File: src/rtl/uart_temp_report_tx.sv
// Multi-channel temperature reporter: snapshots signed fixed-point words, formats them as
// "Tk=sDDD.DC" ASCII fields separated by spaces and ending in CR LF, and sends the line over a UART.
module uart_temp_report_tx #(
  parameter int unsigned CLK_FREQ  = 100_000_000,
  parameter int unsigned BAUD      = 115200,
  parameter int unsigned CHANNELS  = 1,
  parameter int unsigned DATA_W    = 16,
  parameter int unsigned FRAC_BITS = 4,
  parameter int unsigned PARITY    = 0,
  parameter int unsigned STOP_BITS = 1
) (
  input  logic                       clk,
  input  logic                       rst,
  input  logic                       en,
  input  logic                       send,
  input  logic [CHANNELS*DATA_W-1:0] data,
  output logic                       ready,
  output logic                       done,
  output logic                       tx
);
  localparam int unsigned BaudDiv  = CLK_FREQ / BAUD;
  localparam int unsigned BaudW    = BaudDiv > 1 ? $clog2(BaudDiv) : 1;
  localparam int unsigned FieldLen = FRAC_BITS > 0 ? 10 : 8;
  localparam int unsigned PosW     = $clog2(FieldLen);
  localparam int unsigned ChW      = CHANNELS > 1 ? $clog2(CHANNELS) : 1;
  localparam logic [DATA_W-1:0] FracMask = DATA_W'((64'd1 << FRAC_BITS) - 64'd1);

  typedef enum logic [2:0] {
    StIdle, StConv, StStart, StData, StParity, StStop, StDone
  } state_e;

  state_e                     state_q, state_d;
  logic [CHANNELS*DATA_W-1:0] data_q, data_d;
  logic [ChW-1:0]             ch_q, ch_d, tx_ch_q, tx_ch_d;
  logic [3:0]                 step_q, step_d, pos_q, pos_d;
  logic [9:0]                 bin_q, bin_d;
  logic [11:0]                bcd_q, bcd_d;
  logic [3:0]                 tenths_q, tenths_d;
  logic                       sign_q, sign_d, par_q, par_d, tail_q, tail_d;
  logic                       abort_q, abort_d, stop_q, stop_d;
  logic [BaudW-1:0]           baud_q, baud_d;
  logic [2:0]                 bit_q, bit_d;
  logic [7:0]                 shreg_q, shreg_d;

  logic [7:0]        buf_q [CHANNELS][FieldLen];
  logic [7:0]        field [FieldLen];
  logic              buf_we;
  logic [DATA_W-1:0] word, mag;
  logic [31:0]       int_val;
  logic [3:0]        tenths_val;
  logic [7:0]        cur_char;
  logic              baud_end, last_char, accept;

  function automatic logic [11:0] dd_adjust(input logic [11:0] b);
    logic [11:0] r;
    r = b;
    for (int i = 0; i < 3; i++) begin
      if (r[i*4 +: 4] >= 4'd5) r[i*4 +: 4] = r[i*4 +: 4] + 4'd3;
    end
    return r;
  endfunction

  always_comb begin
    word = '0;
    for (int k = 0; k < CHANNELS; k++) begin
      if (ch_q == ChW'(k)) word = data_q[k*DATA_W +: DATA_W];
    end
  end

  // Unsigned magnitude: the most negative word maps to 2^(DATA_W-1) without overflow.
  assign mag        = word[DATA_W-1] ? (~word) + DATA_W'(1) : word;
  assign int_val    = 32'(mag >> FRAC_BITS);
  assign tenths_val = 4'((32'(mag & FracMask) * 32'd10) >> FRAC_BITS);

  assign field[0] = "T";
  assign field[1] = 8'h30 + 8'(ch_q);
  assign field[2] = "=";
  assign field[3] = sign_q ? "-" : "+";
  assign field[4] = {4'h3, bcd_q[11:8]};
  assign field[5] = {4'h3, bcd_q[7:4]};
  assign field[6] = {4'h3, bcd_q[3:0]};
  if (FRAC_BITS > 0) begin : g_frac
    assign field[7] = ".";
    assign field[8] = {4'h3, tenths_q};
    assign field[9] = "C";
  end else begin : g_int
    assign field[7] = "C";
  end

  always_ff @(posedge clk) begin
    if (buf_we) begin
      for (int j = 0; j < FieldLen; j++) buf_q[ch_q][j] <= field[j];
    end
  end

  // Slot FieldLen of a channel is the separator; the tail holds CR then LF.
  always_comb begin
    cur_char = 8'h20;
    if (tail_q) cur_char = pos_q[0] ? 8'h0A : 8'h0D;
    else if (pos_q != 4'(FieldLen)) cur_char = buf_q[tx_ch_q][pos_q[PosW-1:0]];
  end

  assign ready     = (state_q == StIdle) || (state_q == StDone);
  assign done      = (state_q == StDone);
  assign accept    = send & en & ready;
  assign baud_end  = (baud_q == BaudW'(BaudDiv - 1));
  assign last_char = tail_q & pos_q[0];

  always_comb begin
    case (state_q)
      StStart:  tx = 1'b0;
      StData:   tx = shreg_q[0];
      StParity: tx = par_q;
      default:  tx = 1'b1;
    endcase
  end

  always_comb begin
    state_d  = state_q;
    data_d   = data_q;
    ch_d     = ch_q;
    step_d   = step_q;
    bin_d    = bin_q;
    bcd_d    = bcd_q;
    tenths_d = tenths_q;
    sign_d   = sign_q;
    par_d    = par_q;
    tail_d   = tail_q;
    abort_d  = abort_q;
    stop_d   = stop_q;
    baud_d   = baud_q;
    bit_d    = bit_q;
    shreg_d  = shreg_q;
    tx_ch_d  = tx_ch_q;
    pos_d    = pos_q;
    buf_we   = 1'b0;

    if (!en && (state_q inside {StStart, StData, StParity, StStop})) abort_d = 1'b1;

    unique case (state_q)
      StIdle, StDone: begin
        state_d = StIdle;
        if (accept) begin
          state_d = StConv;
          data_d  = data;
          ch_d    = '0;
          step_d  = '0;
          tx_ch_d = '0;
          pos_d   = '0;
          tail_d  = 1'b0;
          abort_d = 1'b0;
        end
      end
      StConv: begin
        if (!en) begin
          state_d = StIdle;
        end else if (step_q == 4'd0) begin
          sign_d = word[DATA_W-1];
          bcd_d  = '0;
          if (int_val > 32'd999) begin
            bin_d    = 10'd999;
            tenths_d = 4'd9;
          end else begin
            bin_d    = int_val[9:0];
            tenths_d = tenths_val;
          end
          step_d = 4'd1;
        end else if (step_q <= 4'd10) begin
          {bcd_d, bin_d} = {dd_adjust(bcd_q), bin_q} << 1;
          step_d = step_q + 4'd1;
        end else begin
          buf_we = 1'b1;
          step_d = '0;
          if (ch_q == ChW'(CHANNELS - 1)) begin
            state_d = StStart;
            baud_d  = '0;
          end else begin
            ch_d = ch_q + ChW'(1);
          end
        end
      end
      StStart: begin
        baud_d = baud_q + BaudW'(1);
        if (baud_end) begin
          baud_d  = '0;
          bit_d   = '0;
          shreg_d = cur_char;
          par_d   = (PARITY == 2) ? ~^cur_char : ^cur_char;
          state_d = StData;
        end
      end
      StData: begin
        baud_d = baud_q + BaudW'(1);
        if (baud_end) begin
          baud_d  = '0;
          shreg_d = shreg_q >> 1;
          bit_d   = bit_q + 3'd1;
          if (bit_q == 3'd7) begin
            stop_d  = 1'b0;
            state_d = (PARITY != 0) ? StParity : StStop;
          end
        end
      end
      StParity: begin
        baud_d = baud_q + BaudW'(1);
        if (baud_end) begin
          baud_d  = '0;
          stop_d  = 1'b0;
          state_d = StStop;
        end
      end
      StStop: begin
        baud_d = baud_q + BaudW'(1);
        if (baud_end) begin
          baud_d = '0;
          if (stop_q != 1'(STOP_BITS - 1)) begin
            stop_d = 1'b1;
          end else if (abort_q || !en) begin
            state_d = StIdle;
          end else if (last_char) begin
            state_d = StDone;
          end else begin
            state_d = StStart;
            if (tail_q) begin
              pos_d = 4'd1;
            end else if (pos_q == 4'(FieldLen - 1) && tx_ch_q == ChW'(CHANNELS - 1)) begin
              tail_d = 1'b1;
              pos_d  = '0;
            end else if (pos_q == 4'(FieldLen)) begin
              tx_ch_d = tx_ch_q + ChW'(1);
              pos_d   = '0;
            end else begin
              pos_d = pos_q + 4'd1;
            end
          end
        end
      end
      default: state_d = StIdle;
    endcase
  end

  always_ff @(posedge clk or posedge rst) begin
    if (rst) begin
      state_q  <= StIdle;
      data_q   <= '0;
      ch_q     <= '0;
      step_q   <= '0;
      bin_q    <= '0;
      bcd_q    <= '0;
      tenths_q <= '0;
      sign_q   <= 1'b0;
      par_q    <= 1'b0;
      tail_q   <= 1'b0;
      abort_q  <= 1'b0;
      stop_q   <= 1'b0;
      baud_q   <= '0;
      bit_q    <= '0;
      shreg_q  <= '0;
      tx_ch_q  <= '0;
      pos_q    <= '0;
    end else begin
      state_q  <= state_d;
      data_q   <= data_d;
      ch_q     <= ch_d;
      step_q   <= step_d;
      bin_q    <= bin_d;
      bcd_q    <= bcd_d;
      tenths_q <= tenths_d;
      sign_q   <= sign_d;
      par_q    <= par_d;
      tail_q   <= tail_d;
      abort_q  <= abort_d;
      stop_q   <= stop_d;
      baud_q   <= baud_d;
      bit_q    <= bit_d;
      shreg_q  <= shreg_d;
      tx_ch_q  <= tx_ch_d;
      pos_q    <= pos_d;
    end
  end

endmodule
File: config.mk
export PLATFORM = sky130hd
export DESIGN_NAME = uart_temp_report_tx
export DESIGN_NICKNAME = d
export VERILOG_FILES = /design/src/rtl/uart_temp_report_tx.sv
export SDC_FILE = /design/constraint.sdc
export NUM_CORES = 1
export LEC_CHECK = 0
export ABC_AREA = 1
export CORE_MARGIN = 2
export CORE_UTILIZATION = 45
export DETAILED_ROUTE_END_ITERATION = 7
export GPL_TIMING_DRIVEN = 0
export PLACE_DENSITY = 0.74
export SYNTH_ARGS = -nofsm -noshare
export SYNTH_HDL_FRONTEND = slang
export SYNTH_SLANG_ARGS = --single-unit
File: constraint.sdc
create_clock -name clk -period 3.3 [get_ports clk]
set_input_delay 0.495 -clock clk [delete_from_list [all_inputs] [get_ports clk]]
set_output_delay 0.495 -clock clk [all_outputs]
set_load 0.01 [all_outputs]
==> metrics.yaml, run 1 <==
yosysWarnings: 0
rsz0062_at_grt: "no"
tns_ps: 0
grt_start_max_net_pins: 43
crit_arrival_ps: 2770
ys_ff_latch: 96
crit_type: "reg2reg"
outcome: "complete, no violations"
reg2regPathDepth: 10
fin_ws_ps: 760.3
max_freq_mhz: 393.7
clock_skew_ps: 5.314
grt_usage: 0.1973
timing.rr.start: "data_q[15]$_DFFE_PP0P_"
syn_to_final_growth_pct: 13.86
gp_congestion: 0.9029
vias: 4649
synth.net_count: 716
die_h_um: 112.5
min_path_cells: 0
ctsResizeCount: 0
drc: 0
endpoint_kind: "register"
first_pass_iters: 5
cellLeakagePower_nw: 2.913
post-route-period-util: 0.7696
initial_core_util: 0.4621
clk_pin_slew_ps: 60
ant_nets: 0
avgSynthCellArea_um2: 7.804
fin_cells: 861
grt_pass1_vias: 4718
syn_area_mm2: 0.005299
fin_crit_ps: 2540
layout_commonest_cell: "nand2_1"
reg2reg_setup_slack_ps: 760
cts_made_buffers: 9
setup_viol: 0
holdPathEnd: "buf_q[0][3]$_DFFE_PP_"
place_ws_ps: 532.8
synthCells: 679
wl_um: 11890
tightestPinTransition_ps: 885.5
mostFrequentLayoutCells: "nand2_1 (183), inv_1 (84), dfrtp_1 (78)"
overflow: 0
final_area_mm2: 0.006033
ir_drop_uv: 378.0
r2r_end: "tenths_q[2]$_DFFE_PP0P_"
cap_violations: 0
dp_hpwl_um: 8873
fillerInstances: 1044
ctsHoldBuffers: 0
clk_latency_ps: 340
timing.final.max_slew_violations: 0
cts-root-buf: "clkbuf_16"
ys_seq_area_frac: 0.4704
placementRows: 39
routed_via_density: 5.400
slew_headroom: 0.4091
die_x_um: 112.5
cp_max_fo: 10
cts_buffer_depth: 2
drive_gt1_frac: 0.06407
dr.first_iter.drc_count: 426
core-area_mm2: 0.01147
die-area_mm2: 0.01266
dpl_cell_area_mm2: 0.005720
cts-htree-levels: 3
start_kind: "register"
io_pins: 23
min_path_type: "reg2reg"
post_cts_buffers: 0
port_buffers: 22
final_hold_viol_count: 0
power_density_mw_per_mm2: 398.4
netlist-cell-type-count: 40
tritoncts: "done"
final_nets: 750
clock-sinks: 96
wire_per_inst_um: 13.80
antennaDiodeCount: 0
critPathRequiredTime_ps: 3530
worstHoldStart: "tenths_q[3]$_DFFE_PP0P_"
grt_first_pass_wirelength_um: 20670
dp.cells: 845
antenna_found_initial: 0
[cell families after synthesis]
family                   share of synthesized area
AO/OA/AOI/OAI                               0.1336
XOR/XNOR                                   0.01157
adder cells (fa/ha/maj)                    0.04156
buffers and inverters                      0.07603
flip-flops                                  0.4704
multiplexers                              0.001889
AND/OR/NAND/NOR                             0.2649
[worst max path at each step]
stage	startpoint	endpoint	slack [ps]	cells after the start
after floorplan	rst	abort_q$_DFF_PP0_	810	1
after global placement	rst	data_q[15]$_DFFE_PP0P_	-490	2
after detailed placement	en	baud_q[8]$_DFFE_PP0P_	530	8
after CTS	data_q[15]$_DFFE_PP0P_	tenths_q[2]$_DFFE_PP0P_	770	10
after global routing	data_q[15]$_DFFE_PP0P_	tenths_q[2]$_DFFE_PP0P_	580	9
final	data_q[15]$_DFFE_PP0P_	tenths_q[2]$_DFFE_PP0P_	760	10
[flip-flops by register name, indices dropped and copies added (netlist names)]
signal,count
sign_q,1
bcd_q,12
buf_q,18
par_q,1
tail_q,1
bin_q,10
abort_q,1
tenths_q,4
baud_q,10
tx_ch_q,1
pos_q,4
bit_q,3
step_q,4
state_q,3
data_q,16
shreg_q,7
[Yosys cell counts (all sizes together)]
cell	n	area share
nand2	184	0.13
inv	89	0.063
dfrtp	78	0.37
o21ai	72	0.068
nor2	56	0.043
nand3	55	0.055
a21oi	24	0.023
edfxtp	18	0.10
ha	16	0.038
nor3	13	0.014
o22ai	11	0.013
buf	10	0.0094
a31oi	7	0.0083
xor2	7	0.012
nand4	6	0.0071
or2	6	0.0071
clkbuf	5	0.0035
o221ai	4	0.0066
a22oi	2	0.0028
nand3b	2	0.0028
nor3b	2	0.0028
nor4	2	0.0024
o211ai	2	0.0028
a211oi	1	0.0014
a21boi	1	0.0014
a21o	1	0.0014
a41oi	1	0.0017
fa	1	0.0038
mux2i	1	0.0019
o221a	1	0.0021
o31ai	1	0.0014
[cell type report]
cell class / count / area [um2] / share of cell area
well taps: 143 / 178.9 / 0.02966
flip-flops and latches: 96 / 2492 / 0.4131
inverters: 89 / 336.6 / 0.05579
plain buffers: 15 / 68.82 / 0.01141
clock buffers: 10 / 229.0 / 0.03795
clock inverters: 6 / 83.83 / 0.01389
repair buffers: 23 / 240.2 / 0.03982
multi-input cells: 479 / 2404 / 0.3984
[power breakdown]
part	total [W]	internal, W	switching [W]
sequential	0.00122	0.00122	0.00000773
clock	0.00110	0.000660	0.000438
combinational	0.0000818	0.0000372	0.0000446
total	0.00240	0.00191	0.000490
[critical path, stage by stage (launching register included)]
cell     delay [ps]
dfrtp_1         320
buf_2           200
buf_1           390
nand2_1         120
o21ai_0         100
ha_1            260
ha_1            220
fa_1            380
or2_2           300
nand3_1          60
o21ai_0          80
[per-stage QoR]
step                      hold slack, ps  power (W)    util
final                              448.4   0.002403  0.5261
after global routing               459.8   0.002484  0.5261
after CTS                          442.0   0.002420  0.5261
after detailed placement           426.7   0.001330  0.4989
after global placement             429.6   0.001320  0.4969
after floorplan                    417.4   0.001287       -
[per-layer routing]
layer	global-route usage	up-vias	share of wire
li1	-	2312	-
met1	0.2457	2195	0.44
met2	0.3386	118	0.49
met3	0.04104	24	0.042
met4	0.07480	0	0.021
met5	0	-	0
Note: power is estimated with default switching activity, not from simulation.
==> run 2, diff against run 1 <==
==> constraint.sdc (replaced) <==
create_clock -name clk -period 2.5 [get_ports clk]
set_input_delay 0.375 -clock clk [delete_from_list [all_inputs] [get_ports clk]]
set_output_delay 0.375 -clock clk [all_outputs]
set_load 0.01 [all_outputs]
==> metrics.yaml, run 2 (same netlist as run 1, synthesis figures left out) <==
setup_viol: 0  # unchanged
wire_per_inst_um: 13.87  # +0.49%
largest_register_ffs: 18  # unchanged
tns_ps: 0  # unchanged
cts-root-buf: "clkbuf_16"
fillerInstances: 1043  # -0.096%
cp_max_fo: 7  # -3
top_regs: "buf_q: 18 flops, data_q: 16 flops, bcd_q: 12 flops"
core-area_mm2: 0.01147  # unchanged
critPathRequiredTime_ps: 2120  # -1410 ps
final_hold_viol_count: 0  # unchanged
min_path_type: "in2async"
r2r_end: "tenths_q[2]$_DFFE_PP0P_"
critPathMaxStageDelay_ps: 500  # +110 ps
mostFrequentLayoutCells: "nand2_1 (182), inv_1 (81), dfrtp_1 (76)"
power_frac_comb: 0.034  # about the same
crit_path_top_delay_cell: "clkdlybuf4s50_1"
final_nets: 750  # unchanged
slew_headroom: 0.6187  # +0.2097
ir_drop_uv: 499.1  # +32%
reg2regPathDepth: 10  # unchanged
dp_hpwl_um: 8873  # unchanged
clock-sinks: 96  # unchanged
max_freq_mhz: 421.7
regArea_mm2: 0.002495  # +0.10%
worstPathCellList: "inv_1 -> nand3_2 -> nand2_1 -> nor2_1 -> inv_1 -> o221ai_1 -> clkdlybuf4s50_1"
die_x_um: 112.5  # unchanged
die-area_mm2: 0.01266  # unchanged
cts-htree-levels: 3  # unchanged
syn_to_final_growth_pct: 14.36
cts_buffer_depth: 2  # unchanged
post-route-period-util: 0.9486
drc: 0  # unchanged
timing.critical_path.mode_cell: "inv_1"
power_density_mw_per_mm2: 524.0  # +32%
cap_violations: 0  # unchanged
die_h_um: 112.5  # unchanged
io_pins: 23  # unchanged
pwr-share-seq: 0.509  # about the same
crit_arrival_ps: 2000  # -770 ps
overflow: 0  # unchanged
cpLargestDelayFamily: "buffers and inverters"
cellLeakagePower_nw: 2.909  # -0.15%
endpoint_kind: "output port"
grt_usage: 0.1973  # unchanged
post_cts_buffers: 0  # unchanged
initial_core_util: 0.4621  # unchanged
final_util: 0.5284  # +0.002291
rsz0062_at_grt: "no"
crit_type: "reg2out"
swShare: 0.2046  # +0.0006357
p_int_w: 0.002525  # +32%
clock_skew_ps: 5.384  # +0.07016 ps
antenna_found_initial: 0  # unchanged
placementRows: 39  # unchanged
timing.rr.start: "data_q[2]$_DFFE_PP0P_"
dr.first_iter.drc_count: 506  # +19%
drive_gt1_frac: 0.07660  # +0.01253
worst-path-buf-inv: 3  # +1
grt_pass1_vias: 4715  # -0.064%
clk_pin_slew_ps: 70  # about the same
timing.final.max_slew_violations: 0  # unchanged
grt_start_max_net_pins: 43  # unchanged
gp_congestion: 0.9029  # unchanged
multi_input_area_mm2: 0.002424  # +0.83%
p_sw_w: 0.0006498  # +33%
p_clk_frac: 0.457  # about the same
fin_crit_ps: 2371
ant_nets: 0  # unchanged
reg2reg_setup_slack_ps: 150  # -610 ps
start_kind: "register"
port_buffers: 22  # unchanged
vias: 4613  # -0.77%
layout_commonest_cell: "nand2_1"
tightestPinTransition_ps: 569.8  # -315.7 ps
outcome: "complete, no violations"
cts_made_buffers: 9  # unchanged
routed_via_density: 5.358  # -0.77%
tritoncts: "done"
top_register: "buf_q"
grt_first_pass_wirelength_um: 20660  # about the same
clk_latency_ps: 340  # about the same
wl_um: 11940  # +0.49%
antennaDiodeCount: 0  # unchanged
first_pass_iters: 5  # unchanged
run 2: cell types whose count changed in the layout (fill, tap and decap cells not counted), sizes merged:
| cell | previous run | this run |
|---|---|---|
| buf | 11 | 10 |
| clkbuf | 15 | 16 |
run 2: per-stage QoR:
| stage | cells | power [W] | cell area [um2] | hold WS [ps] | setup WS, ps |
|---|---|---|---|---|---|
| after detailed placement | 845 | 0.001755 | 5720 | 426.7 | -147.2 |
| final | 861 | 0.003175 | 6060 | 409.3 | 128.5 |
| after floorplan | 679 | 0.001699 | 5299 | 417.4 | 130.0 |
| after global routing | 861 | 0.003279 | 6060 | 459.8 | 4.930 |
| after CTS | 861 | 0.003194 | 6035 | 440.8 | 3.877 |
| after global placement | 844 | 0.001743 | 5698 | 429.6 | -1168 |
run 2: worst max-delay path by stage:
stage	startpoint	to	slack, ps	cells past startpoint
global placement	rst	data_q[15]$_DFFE_PP0P_	-1170	2
global route	data_q[2]$_DFFE_PP0P_	tenths_q[2]$_DFFE_PP0P_	5	10
detailed placement	en	baud_q[8]$_DFFE_PP0P_	-150	8
finish	state_q[2]$_DFFE_PP0P_	tx	130	7
CTS	data_q[2]$_DFFE_PP0P_	tenths_q[2]$_DFFE_PP0P_	4	10
floorplan	rst	abort_q$_DFF_PP0_	130	1
run 2: what timing repair did:
action,in CTS,in global routing
pin swaps,0,2
endpoints found under the setup margin,1,11
hold buffers,0,0
resized for setup,1,10
endpoints found under the hold margin,0,0
run 2: power groups by stage:
stage          clock network, W  registers (W)  logic (W)
2_1_floorplan                 0        0.00164  0.0000573
3_3_place_gp                  0        0.00164  0.0000985
3_5_place_dp                  0        0.00165   0.000110
4_1_cts                 0.00147        0.00161   0.000110
5_1_grt                 0.00154        0.00162   0.000122
6_report                0.00145        0.00162   0.000108
run 2: worst register-to-register path: stages, from the launching register on:
cell	delay, ps
dfrtp_1	400
inv_1	110
nand3_2	120
nand2_2	100
xor2_2	200
ha_1	270
ha_1	220
fa_1	380
or2_2	300
nand3_1	60
o21ai_0	80
run 2: routing by layer:
layer	up-vias	track usage	share of wire
met3	23	0.04104	0.037
met5	-	0	0
met1	2177	0.2457	0.45
met4	0	0.07480	0.020
li1	2309	-	-
met2	104	0.3386	0.50
run 2: layout make-up:
cell class	instances	share of cell area
buffer	15	0.01198
clock buffer	10	0.03779
clock inverter	6	0.01383
inverter	89	0.05554
multi-input combinational	479	0.4000
sequential	96	0.4117
tap	143	0.02953
timing repair buffer	23	0.03964
